### config.mk
export PLATFORM = sky130hd
export DESIGN_NAME = register_bank_block
export DESIGN_NICKNAME = d
export VERILOG_FILES = /design/src/rtl/register_bank_block_pkg.sv /design/src/rtl/register_bank_block_regfile_32x16.sv /design/src/rtl/register_bank_block.sv
export SDC_FILE = /design/constraint.sdc
export NUM_CORES = 1
export LEC_CHECK = 0
export BUFFER_PORTS_ARGS = -buffer_cell sky130_fd_sc_hd__buf_4
export CAP_MARGIN = 30
export CORE_AREA = 2 2 223 247
export DETAILED_ROUTE_END_ITERATION = 7
export DIE_AREA = 0 0 225 249
export GPL_ROUTABILITY_DRIVEN = 1
export PLACE_DENSITY = 0.72
export RECOVER_POWER = 50
export SLEW_MARGIN = 20
export SYNTH_ARGS = -nofsm -noshare
export SYNTH_HDL_FRONTEND = slang
export SYNTH_SLANG_ARGS = --single-unit
### constraint.sdc
create_clock -name clk -period 38.1 [get_ports clk]
set_input_delay 7.62 -clock clk [delete_from_list [all_inputs] [get_ports clk]]
set_output_delay 7.62 -clock clk [all_outputs]
set_load 0.01 [all_outputs]
### src/rtl/register_bank_block_pkg.sv
// Shared widths and operand source-select encodings for the register bank block.
package register_bank_block_pkg;

    localparam int DATA_W = 16;
    localparam int ADDR_W = 5;

    typedef enum logic [1:0] {
        SEL_REG = 2'b00,
        SEL_EX  = 2'b01,
        SEL_DM  = 2'b10,
        SEL_WB  = 2'b11
    } sel_e;

endpackage

### src/rtl/register_bank_block_regfile_32x16.sv
// Register storage: two asynchronous read ports, one unconditional synchronous write port.
// Register 0 is hard-wired to zero; reads return pre-edge contents (no bypass).
module regfile_32x16
    import register_bank_block_pkg::*;
#(
    parameter int DATA_W = register_bank_block_pkg::DATA_W,
    parameter int ADDR_W = register_bank_block_pkg::ADDR_W
) (
    input  logic              clk,
    input  logic              rst,
    input  logic [ADDR_W-1:0] rd_addr_a,
    input  logic [ADDR_W-1:0] rd_addr_b,
    input  logic [ADDR_W-1:0] wr_addr,
    input  logic [DATA_W-1:0] wr_data,
    output logic [DATA_W-1:0] rd_data_a,
    output logic [DATA_W-1:0] rd_data_b
);

    localparam int DEPTH = 1 << ADDR_W;

    logic [DATA_W-1:0] regs_r [DEPTH];

    // Storage update: clear everything on reset, otherwise write every edge except to register 0
    always_ff @(posedge clk or posedge rst) begin
        if (rst) begin
            for (int i = 0; i < DEPTH; i++) begin
                regs_r[i] <= {DATA_W{1'b0}};
            end
        end else if (wr_addr != {ADDR_W{1'b0}}) begin
            regs_r[wr_addr] <= wr_data;
        end
    end

    // Read port A: register 0 forced to zero regardless of storage contents
    always_comb begin
        rd_data_a = {DATA_W{1'b0}};
        if (rd_addr_a == {ADDR_W{1'b0}}) begin
            rd_data_a = {DATA_W{1'b0}};
        end else begin
            rd_data_a = regs_r[rd_addr_a];
        end
    end

    // Read port B: register 0 forced to zero regardless of storage contents
    always_comb begin
        rd_data_b = {DATA_W{1'b0}};
        if (rd_addr_b == {ADDR_W{1'b0}}) begin
            rd_data_b = {DATA_W{1'b0}};
        end else begin
            rd_data_b = regs_r[rd_addr_b];
        end
    end

endmodule

### src/rtl/register_bank_block.sv
// Operand fetch stage: register file plus forwarding/immediate muxes feeding registered A and B.
module register_bank_block
    import register_bank_block_pkg::*;
#(
    parameter int DATA_W = register_bank_block_pkg::DATA_W,
    parameter int ADDR_W = register_bank_block_pkg::ADDR_W
) (
    input  logic              clk,
    input  logic              rst,
    input  logic [DATA_W-1:0] ans_ex,
    input  logic [DATA_W-1:0] ans_dm,
    input  logic [DATA_W-1:0] ans_wb,
    input  logic [DATA_W-1:0] imm,
    input  logic [ADDR_W-1:0] RA,
    input  logic [ADDR_W-1:0] RB,
    input  logic [ADDR_W-1:0] RW_dm,
    input  logic [1:0]        mux_sel_A,
    input  logic [1:0]        mux_sel_B,
    input  logic              imm_sel,
    output logic [DATA_W-1:0] A,
    output logic [DATA_W-1:0] B
);

    logic [DATA_W-1:0] reg_a_s;
    logic [DATA_W-1:0] reg_b_s;
    logic [DATA_W-1:0] fwd_a_s;
    logic [DATA_W-1:0] fwd_b_s;
    logic [DATA_W-1:0] oper_b_s;
    logic [DATA_W-1:0] a_r;
    logic [DATA_W-1:0] b_r;

    regfile_32x16 #(
        .DATA_W (DATA_W),
        .ADDR_W (ADDR_W)
    ) u_regfile (
        .clk       (clk),
        .rst       (rst),
        .rd_addr_a (RA),
        .rd_addr_b (RB),
        .wr_addr   (RW_dm),
        .wr_data   (ans_dm),
        .rd_data_a (reg_a_s),
        .rd_data_b (reg_b_s)
    );

    // Operand A source: register file or one of the forwarded pipeline results
    always_comb begin
        fwd_a_s = {DATA_W{1'b0}};
        case (mux_sel_A)
            SEL_REG: fwd_a_s = reg_a_s;
            SEL_EX:  fwd_a_s = ans_ex;
            SEL_DM:  fwd_a_s = ans_dm;
            SEL_WB:  fwd_a_s = ans_wb;
            default: fwd_a_s = {DATA_W{1'b0}};
        endcase
    end

    // Operand B source: same forwarding choice, then the immediate overrides it
    always_comb begin
        fwd_b_s = {DATA_W{1'b0}};
        case (mux_sel_B)
            SEL_REG: fwd_b_s = reg_b_s;
            SEL_EX:  fwd_b_s = ans_ex;
            SEL_DM:  fwd_b_s = ans_dm;
            SEL_WB:  fwd_b_s = ans_wb;
            default: fwd_b_s = {DATA_W{1'b0}};
        endcase
        if (imm_sel) begin
            oper_b_s = imm;
        end else begin
            oper_b_s = fwd_b_s;
        end
    end

    // Output operand registers, one cycle behind the selects
    always_ff @(posedge clk or posedge rst) begin
        if (rst) begin
            a_r <= {DATA_W{1'b0}};
            b_r <= {DATA_W{1'b0}};
        end else begin
            a_r <= fwd_a_s;
            b_r <= oper_b_s;
        end
    end

    assign A = a_r;
    assign B = b_r;

endmodule

=== Word-level counts from Yosys, hierarchy flattened ===
Cells that the tools add are included.

* Magnitude comparators: 4
* Equality and inequality tests: 6
* Mux-type cells: 14
* Bitwise operators: 3
* Reduce and logical (&&, ||, !) cells: 6

{| class="wikitable"
|+ Operators by type and width
! operator !! number
|-
| bitwise mux 512 bit || 1
|-
| binary-select mux 16 bit (select 5 bit) || 2
|-
| 2-to-1 mux 16 bit || 8
|-
| one-hot mux 16 bit (4 select lines) || 2
|-
| demux 16 bit (select 5 bit) || 1
|-
| greater-or-equal comparator 6 bit, second input constant || 3
|-
| inverter 5 -> 6 bit || 3
|-
| logical NOT 5 bit || 2
|-
| equality test 2 bit, second input constant || 4
|-
| less-than comparator 6 x 1 -> 1 bit, second input constant || 1
|-
| nonzero test 5 bit || 1
|-
| equality test 2 x 1 -> 1 bit, second input constant || 2
|-
| logical NOT 2 bit || 2
|-
| logical AND 1 bit || 1
|}

* Flip-flop bits (word level): 544
* Bits of input ports: 86
* Logic and storage cells: 67

=== Logic depth before layout (Yosys ltp) ===
Gate-level depths: netlist of run 1.

* Word-level depth: 7
* Gate-level depth with buffers: 8
* Mapped depth without buffers: 4

=== Cells and area by module ===
From an unflattened synthesis of run 1, not the netlist that was laid out.

* Cell total of the unflattened synthesis: 1,978
* Area total of the unflattened synthesis: 29,206.8 µm²

{| class="wikitable"
|+ Modules (own cells, without submodules)
! module !! times used !! cells an instance !! area an instance (µm²) !! seq. area each (µm²)
|-
| regfile_32x16 || 1 || 1,833 || 27,294.9 || 12,812.3
|-
| register_bank_block || 1 || 145 || 1,911.8 || 800.8
|}

=== Worst setup path before layout of run 1 ===
No wires, ideal clock.

* Kind: input-to-reg
* Start: in RA[0]
* End: reg a_r[0] (netlist: A[0])
* Setup time: 0.135 ns
* Data arrival time: 9.270 ns
* Path slack: 28.695 ns
* Stages: 8
* Buffers on the path: 4
* Path through: buf_2 > buf_6 > buf_6 > buf_2 > mux4_2 > mux2_2 > nand2_1 > nand3_1

* Cells in the longest elaborated chain, start to end: 6

{| class="wikitable"
|+ Ends and longest elaborated chain
! item !! RTL line !! RTL
|-
| from (decl) || register_bank_block.sv:14 || <nowiki>input logic [ADDR_W-1:0] RA,</nowiki>
|-
| inverter 5 -> 6 bit (not written as such) || register_bank_block_regfile_32x16.sv:40 || <nowiki>rd_data_a = regs_r[rd_addr_a];</nowiki>
|-
| binary-select mux 16 bit (select 5 bit) || register_bank_block_regfile_32x16.sv:40 ||
|-
| 2-to-1 mux 16 bit (not written as such) (2 in a row) || register_bank_block_regfile_32x16.sv:40 ||
|-
| 2-to-1 mux 16 bit (*) || register_bank_block_regfile_32x16.sv:37 || <nowiki>if (rd_addr_a == {ADDR_W{1'b0}}) begin</nowiki>
|-
| one-hot mux 16 bit (4 select lines) (*) || register_bank_block.sv:49 || <nowiki>case (mux_sel_A)</nowiki>
|-
| via fwd_a_s[0] || register_bank_block.sv:26 || <nowiki>logic [DATA_W-1:0] fwd_a_s;</nowiki>
|-
| to (signal assigned) || register_bank_block.sv:78 || <nowiki>a_r <= {DATA_W{1'b0}};</nowiki>
|-
| to (signal assigned) || register_bank_block.sv:81 || <nowiki>a_r <= fwd_a_s;</nowiki>
|-
| to (decl) || register_bank_block.sv:29 || <nowiki>logic [DATA_W-1:0] a_r;</nowiki>
|}

The timed path passes the listed nets; every way through them passes the cells marked *. The select of a mux whose other input is x is not followed.
A chain may end at the register's enable or synchronous reset.

==> summary.md, run 1 <==
| Metric | Value |
|---|---|
| Worst hold path cell count | `0` |
| Crit-path cells | `clkbuf_4 > clkinvlp_2 > clkbuf_1 > clkbuf_1 > clkbuf_1 > buf_12` |
| Failing checks | `capacitance limit, slew limit` |
| TritonCTS buffer count | `56` |
| Pwr Density | `54.67 nW/um2` |
| Tcrit/Tclk final | `33.94%` |
| Final setup viols | `0` |
| Total GRT Usage | `30.41%` |
| Nets | `2,058` |
| Synth cell types | `46` |
| Cell Rows | `89` |
| Die H | `249 um` |
| Initial Util | `54.50%` |
| RSZ-0062 raised after global routing | `no` |
| Worst path depth | `6` |
| Synthesized Nets | `2,035` |
| Tightest Hold Check Type | `reg2reg` |
| Number of inserted diodes | `0` |
| Global-route wire length before repair | `126,400 um` |
| Drt drc | `0` |
| Slew margin rel. | `-174.8%` |
| PostCTS Resize Cnt | `0` |
| Critical path fanouts, max | `54` |
| Syn-to-layout area delta | `11.23%` |
| Top-level I/O count | `118` |
| Core Footprint | `53,340 um2` |
| Mean routed wirelength per cell | `30.95 um` |
| Post-synth ARST share | `100.0%` |
| Layout cells sized above 1 | `54.43%` |
| Post-CTS Hold Fix Bufs | `0` |
| Minimum clock period | `12.93 ns` |
| Status | `complete, but fails checks` |
| TritonCTS sink count | `544` |
| Buf/Inv on CP | `6` |
| Worst EP required | `38.89 ns` |
| FF-to-FF path depth | `4` |
| Synth warnings | `0` |
| Crit-path max cell delay | `2.14 ns` |
| Cell family contributing the most delay on the critical path | `buffers and inverters` |
| Slowest cell on crit path | `clkbuf_1` |
| Gr ovfl total | `0` |
| Seq cells post-synth | `544` |
| Largest net degree at the start of global routing | `129` |
| LEAKAGE | `13.42 nW` |
| Max H-tree Level | `2` |
| TritonCTS clock tree | `done` |
| Critical path arrival | `13.72 ns` |
| Routability Congestion | `0.8547` |
| Number of global-route vias before repair | `19,564` |
| Fin util | `60.62%` |
| Post-synthesis sequential area ratio | `46.83%` |
| Via density | `6.939` |
| DRT Wirelength | `83,590 um` |
| Synth Area per Inst | `14.91 um2` |
| Die width | `225 um` |
| First DRT Iteration DRCs | `1,945` |
| Hold Vio Cnt, Final | `0` |
| Pre-Repair DR Iteration Count | `8` |
| Most frequent cell on the critical path | `clkbuf_1` |
| CP Capture Type | `async pin` |
| Vias | `18,742` |
| Startpoint Class | `input pin` |
| Setup Buffers After CTS | `0` |
| Fmax | `0.07734 GHz` |
| Clk buf depth | `3` |
| Slew Viols, Final | `450` |
| Clock transition at path regs | `0.06 ns` |
| Initial antenna violation count | `2` |
| Die area | `56,030 um2` |
| Max-cap viol count | `19` |
| Root buf cell | `clkbuf_16` |
| Post-synthesis cell count | `1,949` |
| Worst skew pair latency | `0.62 ns` |
| Antenna-violating nets left | `0` |
| Least-Margin Pin Slew | `4.122 ns` |
| Worst-case clock skew | `0.01380 ns` |
| Number of flops mapped to enable cells by yosys | `0` |
| Detail Placement HPWL | `52,090 um` |
| Setup TNS | `0 ns` |
| Top_reg_cell synth | `dfrtp_1` |
| IO buf count | `117` |
| Worst setup path category | `in2async` |
| Area of the mapped netlist | `29,070 um2` |
| Peak VDD IR | `0.04084 mV` |
==> cell usage after synthesis (all sizes together), types with 2 or more instances <==
| library cell | instances | area (um2) |
|---|---|---|
| nand2b | 6 | 37.54 |
| inv | 4 | 15.01 |
| and2 | 4 | 25.03 |
| o31ai | 10 | 75.07 |
| or3 | 2 | 12.51 |
| o22ai | 9 | 56.30 |
| a221oi | 15 | 131.4 |
| a22oi | 34 | 255.2 |
| nor2b | 22 | 137.6 |
| nor2 | 30 | 112.6 |
| nor3b | 3 | 27.52 |
| a222oi | 14 | 140.1 |
| nand4 | 3 | 18.77 |
| mux2 | 601 | 6768 |
| clkbuf | 139 | 523.0 |
| a41oi | 7 | 61.31 |
| o32a | 8 | 80.08 |
| a21oi | 8 | 40.04 |
| dfrtp | 544 | 13610 |
| nor3 | 10 | 65.06 |
| mux2i | 51 | 510.5 |
| nand2 | 40 | 150.1 |
| o21ai | 9 | 45.04 |
| o221ai | 8 | 70.07 |
| a22o | 8 | 70.07 |
| buf | 69 | 387.9 |
| mux4 | 237 | 5338 |
| nand3 | 43 | 215.2 |
==> power by group <==
group	internal, mW	switching (mW)	total [mW]
clock	0.340	0.237	0.576
combinational	0.240	0.152	0.392
sequential	0.705	0.0941	0.799
==> registers in the layout (all words and copies together) (netlist names) <==
signal,flops
u_regfile.regs_r,512
A,16
B,16
==> per-layer routing <==
metal	global-route usage (%)	vias up	wire [um]
met5	0	-	13
met4	11.11	2	2794
met3	6.051	178	6872
met2	48.16	832	40110
met1	42.02	10116	33800
li1	-	7614	-
==> placed cells by master (no fill, tap or decap), drive strengths merged, types with 10 or more instances in the layout <==
master	count
mux4	237
mux2	601
dfrtp	544
a22oi	34
o31ai	10
a222oi	14
nor3	10
nand2	40
clkbuf	107
nor2b	22
clkinv	17
mux2i	51
nor2	30
buf	144
a221oi	15
nand3	43
==> worst paths after layout <==
| kind | from | endpoint | slack, ns |
|---|---|---|---|
| setup / recovery | rst | u_regfile.regs_r[497]$_DFFE_PP0P_ | 25.17 |
| hold / removal | u_regfile.regs_r[508]$_DFFE_PP0P_ | u_regfile.regs_r[508]$_DFFE_PP0P_ | 0.40 |
| setup reg to reg | u_regfile.regs_r[41]$_DFFE_PP0P_ | A[9]$_DFF_PP0_ | 36.14 |
| hold reg to reg | u_regfile.regs_r[508]$_DFFE_PP0P_ | u_regfile.regs_r[508]$_DFFE_PP0P_ | 0.40 |
| max in group clk | RB[1] | B[12]$_DFF_PP0_ | 27.83 |
| min in group asynchronous | rst | u_regfile.regs_r[45]$_DFFE_PP0P_ | 7.65 |
==> metrics by stage <==
stage / area, um2 / std cells / total power, mW / setup slack, ns / hold slack [ns]
3_5_place_dp: 30430 / 2591 / 1.192 / 25.91 / 0.3823
5_1_grt: 32330 / 2701 / 1.836 / 24.12 / 0.4091
2_1_floorplan: 29070 / 1949 / 1.077 / 15.27 / 0.4413
6_report: 32330 / 2701 / 1.768 / 25.17 / 0.3959
3_3_place_gp: 30320 / 2585 / 1.167 / 26.10 / 0.3793
4_1_cts: 32360 / 2696 / 1.768 / 26.56 / 0.3979
==> cell type report <==
class                           instances  area, um2
Multi-Input combinational cell       1193      14590
Clock buffer                           78       1635
Inverter                                4      16.27
Sequential cell                       544      13610
Fill cell                            3978      21010
Clock inverter                         27      297.8
Tap cell                              682      853.3
Timing Repair Buffer                  173       1325
==> logic make-up after synthesis <==
logic type	count (synthesis)	share of synthesized area [%]
AND/OR/NAND/NOR	168	2.884
AO/OA/AOI/OAI	136	3.702
flip-flops	544	46.83
buffers and inverters	212	3.185
multiplexers	889	43.40
Power figures use the tool's default switching activity.
==> inputs of run 2 (changes only) <==
- clock period: 38.1 -> 13.6 ns (I/O delays scaled with it)
==> summary.md, run 2 (synthesized netlist as in run 1, its figures left out) <==
| Metric | Value |
|---|---|
| TritonCTS buffer count | `56 (unchanged)` |
| Via density | `6.971 (was 6.939)` |
| Syn-to-layout area delta | `11.14% (was 11.23%)` |
| Peak VDD IR | `0.09843 mV (was 0.04084 mV)` |
| Reg-to-reg endpoint | `A[6]$_DFF_PP0_ (was A[9]$_DFF_PP0_)` |
| Post-route cell area | `32,310 um2 (was 32,330 um2)` |
| Setup TNS | `0 ns (unchanged)` |
| Die H | `249 um (unchanged)` |
| Mean routed wirelength per cell | `31.05 um (was 30.95 um)` |
| Worst EP required | `13.59 ns (was 38.89 ns)` |
| DRT Wirelength | `83,680 um (was 83,590 um)` |
| Number of inserted diodes | `0 (unchanged)` |
| Initial antenna violation count | `0 (was 2)` |
| Sequential power share | `45.7% (was 45.2%)` |
| Total power | `4.910 mW (was 1.768 mW)` |
| Largest net degree at the start of global routing | `172 (was 129)` |
| Hold Crit Endpoint | `u_regfile.regs_r[511]$_DFFE_PP0P_ (was u_regfile.regs_r[508]$_DFFE_PP0P_)` |
| Crit-path cells | `clkbuf_4 > clkinvlp_2 > clkbuf_1 > clkbuf_1 (was clkbuf_4 > clkinvlp_2 > clkbuf_1 > clkbuf_1 > clkbuf_1 > buf_12)` |
| Startpoint Class | `input pin (unchanged)` |
| Root buf cell | `clkbuf_16 (unchanged)` |
| Least-Margin Pin Slew | `3.251 ns (was 4.122 ns)` |
| Clock transition at path regs | `0.06 ns (about the same)` |
| Worst skew pair latency | `0.62 ns (about the same)` |
| Cell family contributing the most delay on the critical path | `buffers and inverters (unchanged)` |
| Gr ovfl total | `0 (unchanged)` |
| Slew margin rel. | `-116.8% (was -174.8%)` |
| TritonCTS clock tree | `done (unchanged)` |
| Most common cell after layout, fill and taps aside | `mux2_2 (unchanged)` |
| Tcrit/Tclk final | `51.02%` |
| Critical path fanouts, max | `59 (was 54)` |
| M3 GR Usage | `7.065% (was 6.051%)` |
| RSZ-0062 raised after global routing | `no (unchanged)` |
| First DRT Iteration DRCs | `2,109 (was 1,945)` |
| Total GRT Usage | `30.43% (was 30.41%)` |
| Status | `complete, but fails checks (unchanged)` |
| Cell Int Power | `3.581 mW (was 1.285 mW)` |
| IO buf count | `117 (unchanged)` |
| Slew Viols, Final | `398 (was 450)` |
| Logic gate share of total power | `22.2% (about the same)` |
| Routability Congestion | `0.8407 (was 0.8547)` |
| Vias | `18,788 (was 18,742)` |
| FF-to-FF path depth | `4 (unchanged)` |
| Top-level I/O count | `118 (unchanged)` |
| CP Capture Type | `async pin (unchanged)` |
| Setup Buffers After CTS | `0 (unchanged)` |
| Crit-path max cell delay | `2.36 ns (was 2.14 ns)` |
| Tightest Hold Check Type | `reg2reg (unchanged)` |
| Fmax | `0.1441 GHz` |
| Critical path arrival | `6.93 ns (was 13.72 ns)` |
| TritonCTS sink count | `544 (unchanged)` |
| Max H-tree Level | `2 (unchanged)` |
| Detail Placement HPWL | `52,170 um (was 52,090 um)` |
| Reg2Reg Setup Slack | `11.44 ns (was 36.14 ns)` |
| Busiest grt layer | `met2 (unchanged)` |
| Max-cap viol count | `19 (unchanged)` |
| Worst setup path category | `in2async (unchanged)` |
| M2 GR Usage | `46.16% (was 48.16%)` |
| Global-route wire length before repair | `126,000 um (was 126,400 um)` |
| Met1 global-route usage | `43.30% (was 42.02%)` |
| Nets | `2,057 (was 2,058)` |
| Final setup viols | `0 (unchanged)` |
| Slowest cell on crit path | `clkbuf_1 (unchanged)` |
| PostCTS Resize Cnt | `0 (unchanged)` |
| Commonest cells after routing, fill and taps aside | `601 x mux2_2, 544 x dfrtp_1, 237 x mux4_2, 132 x buf_4, 57 x clkbuf_16 (was 600 x mux2_2, 544 x dfrtp_1, 237 x mux4_2, 131 x buf_4, 57 x clkbuf_16)` |
| Core Footprint | `53,340 um2 (unchanged)` |
| Biggest register | `u_regfile.regs_r (unchanged)` |
| Post-CTS Hold Fix Bufs | `0 (unchanged)` |
| Failing checks | `capacitance limit, slew limit (unchanged)` |
| Buf/Inv on CP | `4 (was 6)` |
| Minimum clock period | `6.939 ns` |
| Pwr Density | `152.0 nW/um2 (was 54.67 nW/um2)` |
| Worst path depth | `4 (was 6)` |
| Clk pwr share | `32.1% (was 32.6%)` |
| LEAKAGE | `13.41 nW (was 13.42 nW)` |
| Pre-Repair DR Iteration Count | `6 (was 8)` |
| Worst reg2reg startpoint | `u_regfile.regs_r[326]$_DFFE_PP0P_ (was u_regfile.regs_r[41]$_DFFE_PP0P_)` |
| Largest register FFs | `512 (unchanged)` |
| Worst-case clock skew | `0.01609 ns (was 0.01380 ns)` |
| Switch share | `27.07% (was 27.31%)` |
| Most frequent cell on the critical path | `clkbuf_1 (unchanged)` |
| Worst hold path cell count | `0 (unchanged)` |
| Cell Rows | `89 (unchanged)` |
| Switch Pwr | `1.329 mW (was 0.4828 mW)` |
| Number of global-route vias before repair | `19,557 (was 19,564)` |
| Die width | `225 um (unchanged)` |
| Clk buf depth | `3 (unchanged)` |
| Layout cells sized above 1 | `54.15% (was 54.43%)` |
| Placed Area | `30,440 um2 (was 30,430 um2)` |
| Min-delay src | `u_regfile.regs_r[511]$_DFFE_PP0P_ (was u_regfile.regs_r[508]$_DFFE_PP0P_)` |
| Die area | `56,030 um2 (unchanged)` |
| Initial Util | `54.50% (unchanged)` |
| Hold Vio Cnt, Final | `0 (unchanged)` |
| Antenna-violating nets left | `0 (unchanged)` |
| Drt drc | `0 (unchanged)` |
-- run 2: layer usage --
| layer | up-vias | wire [um] | share of wire (%) |
|---|---|---|---|
| met2 | 975 | 38770 | 46 |
| met1 | 10020 | 33350 | 40 |
| li1 | 7584 | - | - |
| met5 | - | 0 | 0 |
| met4 | 0 | 3446 | 4.1 |
| met3 | 209 | 8106 | 9.7 |
-- run 2: layout make-up --
cell class | instances | area (um2)
Fill cell | 3988 | 21030
Multi-Input combinational cell | 1193 | 14590
Sequential cell | 544 | 13610
Clock buffer | 87 | 1709
Timing Repair Buffer | 172 | 1356
Tap cell | 682 | 853.3
Clock inverter | 13 | 168.9
Inverter | 4 | 16.27
-- run 2: how the worst max path moves through the flow --
| stage | from | to |
|---|---|---|
| after floorplan | rst | A[0]$_DFF_PP0_ |
| after global placement | RA[0] | A[12]$_DFF_PP0_ |
| after detailed placement | RA[0] | A[12]$_DFF_PP0_ |
| after CTS | RA[0] | A[12]$_DFF_PP0_ |
| after global routing | rst | u_regfile.regs_r[203]$_DFFE_PP0P_ |
| final | rst | u_regfile.regs_r[91]$_DFFE_PP0P_ |
-- run 2: power by group through the flow --
stage	combinational, mW	sequential (mW)	clock [mW]
after CTS	1.09	2.23	1.60
after global placement	1.04	2.23	0
after detailed placement	1.08	2.26	0
final	1.09	2.24	1.58
after global routing	1.16	2.28	1.67
after floorplan	0.851	2.17	0
-- run 2: stage by stage --
step	worst slack [ns]	std cells	hold WS, ns	util (%)
2_1_floorplan	3.480	1949	0.4413	-
3_3_place_gp	7.131	2584	0.3820	56.84
3_5_place_dp	7.103	2590	0.3837	57.06
4_1_cts	7.764	2690	0.3997	60.59
5_1_grt	5.759	2695	0.4128	60.57
6_report	6.661	2695	0.4019	60.57
==> inputs of run 3 (changes only) <==
- clock period: 13.6 -> 6.5 ns (I/O delays scaled with it)
==> summary.md, run 3 (synthesized netlist as in run 1, its figures left out) <==
| Metric | Value |
|---|---|
| Least-Margin Pin Slew | `1.828 ns (was 3.251 ns)` |
| TritonCTS clock tree | `done (unchanged)` |
| Commonest cells after routing, fill and taps aside | `601 x mux2_2, 544 x dfrtp_1, 237 x mux4_2, 139 x buf_4, 57 x clkbuf_16 (was 601 x mux2_2, 544 x dfrtp_1, 237 x mux4_2, 132 x buf_4, 57 x clkbuf_16)` |
| Die width | `225 um (unchanged)` |
| Total GRT Usage | `30.77% (was 30.43%)` |
| DRT Wirelength | `84,420 um (was 83,680 um)` |
| FF-to-FF path depth | `4 (unchanged)` |
| Post-Place Setup Slack | `2.359 ns (was 7.103 ns)` |
| Placed cell count | `2,587 (was 2,590)` |
| Fillcell total | `3,987 (was 3,988)` |
| Antenna-violating nets left | `0 (unchanged)` |
| PostCTS Resize Cnt | `0 (unchanged)` |
| Failing checks | `DRC, capacitance limit, slew limit (was capacitance limit, slew limit)` |
| Worst-case clock skew | `0.01660 ns (was 0.01609 ns)` |
| Root buf cell | `clkbuf_16 (unchanged)` |
| Buf/Inv on CP | `2 (was 4)` |
| Max-cap viol count | `10 (was 19)` |
| Vias | `18,716 (was 18,788)` |
| Cell Rows | `89 (unchanged)` |
| Nets | `2,053 (was 2,057)` |
| Tightest Hold Check Type | `reg2reg (unchanged)` |
| Status | `complete, but fails checks (unchanged)` |
| Final setup viols | `0 (unchanged)` |
| Reg-to-reg endpoint | `A[7]$_DFF_PP0_ (was A[6]$_DFF_PP0_)` |
| Area of the multi-input gates | `14,600 um2 (was 14,590 um2)` |
| Top-level I/O count | `118 (unchanged)` |
| Setup Buffers After CTS | `0 (unchanged)` |
| TritonCTS sink count | `544 (unchanged)` |
| FF+latch area | `13,610 um2 (unchanged)` |
| Number of inserted diodes | `0 (unchanged)` |
| Crit-path max cell delay | `0.74 ns (was 2.36 ns)` |
| Drt drc | `3 (was 0)` |
| Syn-to-layout area delta | `11.06% (was 11.14%)` |
| Hold WS | `0.4014 ns (was 0.4019 ns)` |
| Max Used Layer | `met5 (was met4)` |
| IO buf count | `117 (unchanged)` |
| Via density | `6.950 (was 6.971)` |
| Hold Crit Endpoint | `u_regfile.regs_r[504]$_DFFE_PP0P_ (was u_regfile.regs_r[511]$_DFFE_PP0P_)` |
| Largest register FFs | `512 (unchanged)` |
| Slew margin rel. | `-21.85% (was -116.8%)` |
| Peak VDD IR | `0.2336 mV (was 0.09843 mV)` |
| Routability Congestion | `0.8442 (was 0.8407)` |
| Die H | `249 um (unchanged)` |
| Initial Util | `54.50% (unchanged)` |
| RSZ-0062 raised after global routing | `no (unchanged)` |
| Most common cell after layout, fill and taps aside | `mux2_2 (unchanged)` |
| TritonCTS buffer count | `56 (unchanged)` |
| Met1 Wirelength | `33,750 um (was 33,350 um)` |
| Crit-path cells | `buf_6 > buf_4 > mux4_2 > mux4_2 > nand3_1 > nand3_1 (was clkbuf_4 > clkinvlp_2 > clkbuf_1 > clkbuf_1)` |
| Largest net degree at the start of global routing | `163 (was 172)` |
| Post-Layout Cell Count | `2,693 (was 2,695)` |
| Max H-tree Level | `2 (unchanged)` |
| Slew Viols, Final | `170 (was 398)` |
| Core Footprint | `53,340 um2 (unchanged)` |
| Min-delay src | `u_regfile.regs_r[504]$_DFFE_PP0P_ (was u_regfile.regs_r[511]$_DFFE_PP0P_)` |
| Global-route wire length before repair | `127,200 um (was 126,000 um)` |
| Slowest cell on crit path | `buf_4 (was clkbuf_1)` |
| Placed Area | `30,430 um2 (was 30,440 um2)` |
| CP Capture Type | `flip-flop (was async pin)` |
| Pwr Density | `316.7 nW/um2 (was 152.0 nW/um2)` |
| Hold Vio Cnt, Final | `0 (unchanged)` |
| Detail Placement HPWL | `52,290 um (was 52,170 um)` |
| Worst setup margin | `2.921 ns (was 6.661 ns)` |
| Post-CTS Hold Fix Bufs | `0 (unchanged)` |
| First DRT Iteration DRCs | `1,933 (was 2,109)` |
| Clock transition at path regs | `0.06 ns (about the same)` |
| Pre-Repair DR Iteration Count | `8 (was 6)` |
| Layout cells sized above 1 | `54.80% (was 54.15%)` |
| Number of global-route vias before repair | `19,440 (was 19,557)` |
| Critical path fanouts, max | `85 (was 59)` |
| Gr ovfl total | `0 (unchanged)` |
| Die area | `56,030 um2 (unchanged)` |
| Worst hold path cell count | `0 (unchanged)` |
| Post-route cell area | `32,280 um2 (was 32,310 um2)` |
| Fmax | `0.2794 GHz` |
| Cell family contributing the most delay on the critical path | `buffers and inverters (unchanged)` |
| Tcrit/Tclk final | `55.06%` |
| Clk buf depth | `3 (unchanged)` |
| Worst skew pair latency | `0.62 ns (about the same)` |
| Reg2Reg Setup Slack | `4.16 ns (was 11.44 ns)` |
| Critical path arrival | `4.06 ns (was 6.93 ns)` |
| Metal3 WL | `7979 um (was 8106 um)` |
| Worst EP required | `6.98 ns (was 13.59 ns)` |
| Minimum clock period | `3.579 ns` |
| Biggest register | `u_regfile.regs_r (unchanged)` |
| LEAKAGE | `13.40 nW (was 13.41 nW)` |
| Met2 wire len | `39,090 um (was 38,770 um)` |
| Initial antenna violation count | `1 (was 0)` |
| Worst reg2reg startpoint | `u_regfile.regs_r[455]$_DFFE_PP0P_ (was u_regfile.regs_r[326]$_DFFE_PP0P_)` |
| Worst setup path category | `in2reg (was in2async)` |
| Startpoint Class | `input pin (unchanged)` |
| Mean routed wirelength per cell | `31.35 um (was 31.05 um)` |
==> run 3: per-layer routing <==
layer,up-vias,track usage [%]
li1,7602,-
met5,-,0
met4,2,12.17
met2,929,46.87
met1,9972,42.28
met3,211,8.398
==> run 3: power breakdown <==
part / internal [mW] / switching, mW / total, mW / leakage (nW)
Combinational: 1.41 / 0.869 / 2.28 / 5.80
Sequential: 4.13 / 0.562 / 4.69 / 6.69
Clock: 1.89 / 1.36 / 3.25 / 0.914
==> run 3: worst reg2reg max path: stages, from the launching register on <==
cell      delay, ns
dfrtp_1        0.39
mux4_2         0.49
mux2_2         0.28
a222oi_1       0.84
nand3_1        0.18
==> run 3: worst max-delay path by stage <==
stage | from | end | cells past startpoint
after global placement | RA[1] | A[12]$_DFF_PP0_ | 6
after CTS | RA[1] | A[12]$_DFF_PP0_ | 6
after floorplan | rst | A[0]$_DFF_PP0_ | 1
after detailed placement | RA[1] | A[12]$_DFF_PP0_ | 6
final | RA[1] | A[12]$_DFF_PP0_ | 6
after global routing | RA[0] | A[7]$_DFF_PP0_ | 5
==> run 3: through the flow <==
stage	util (%)	TNS (ns)	power, mW
after floorplan	-	-1196.76	6.317
after global placement	56.92	0	6.859
after detailed placement	57.04	0	6.981
after CTS	60.51	0	10.23
after global routing	60.53	0	10.64
final	60.53	0	10.22
==> run 3: cell type report <==
class | count | share of cell area (%)
clock buffer | 86 | 5.220
clock inverter | 16 | 0.5193
inverter | 4 | 0.05038
multi-input combinational | 1193 | 45.22
sequential | 544 | 42.17
tap | 682 | 2.643
timing repair buffer | 168 | 4.186
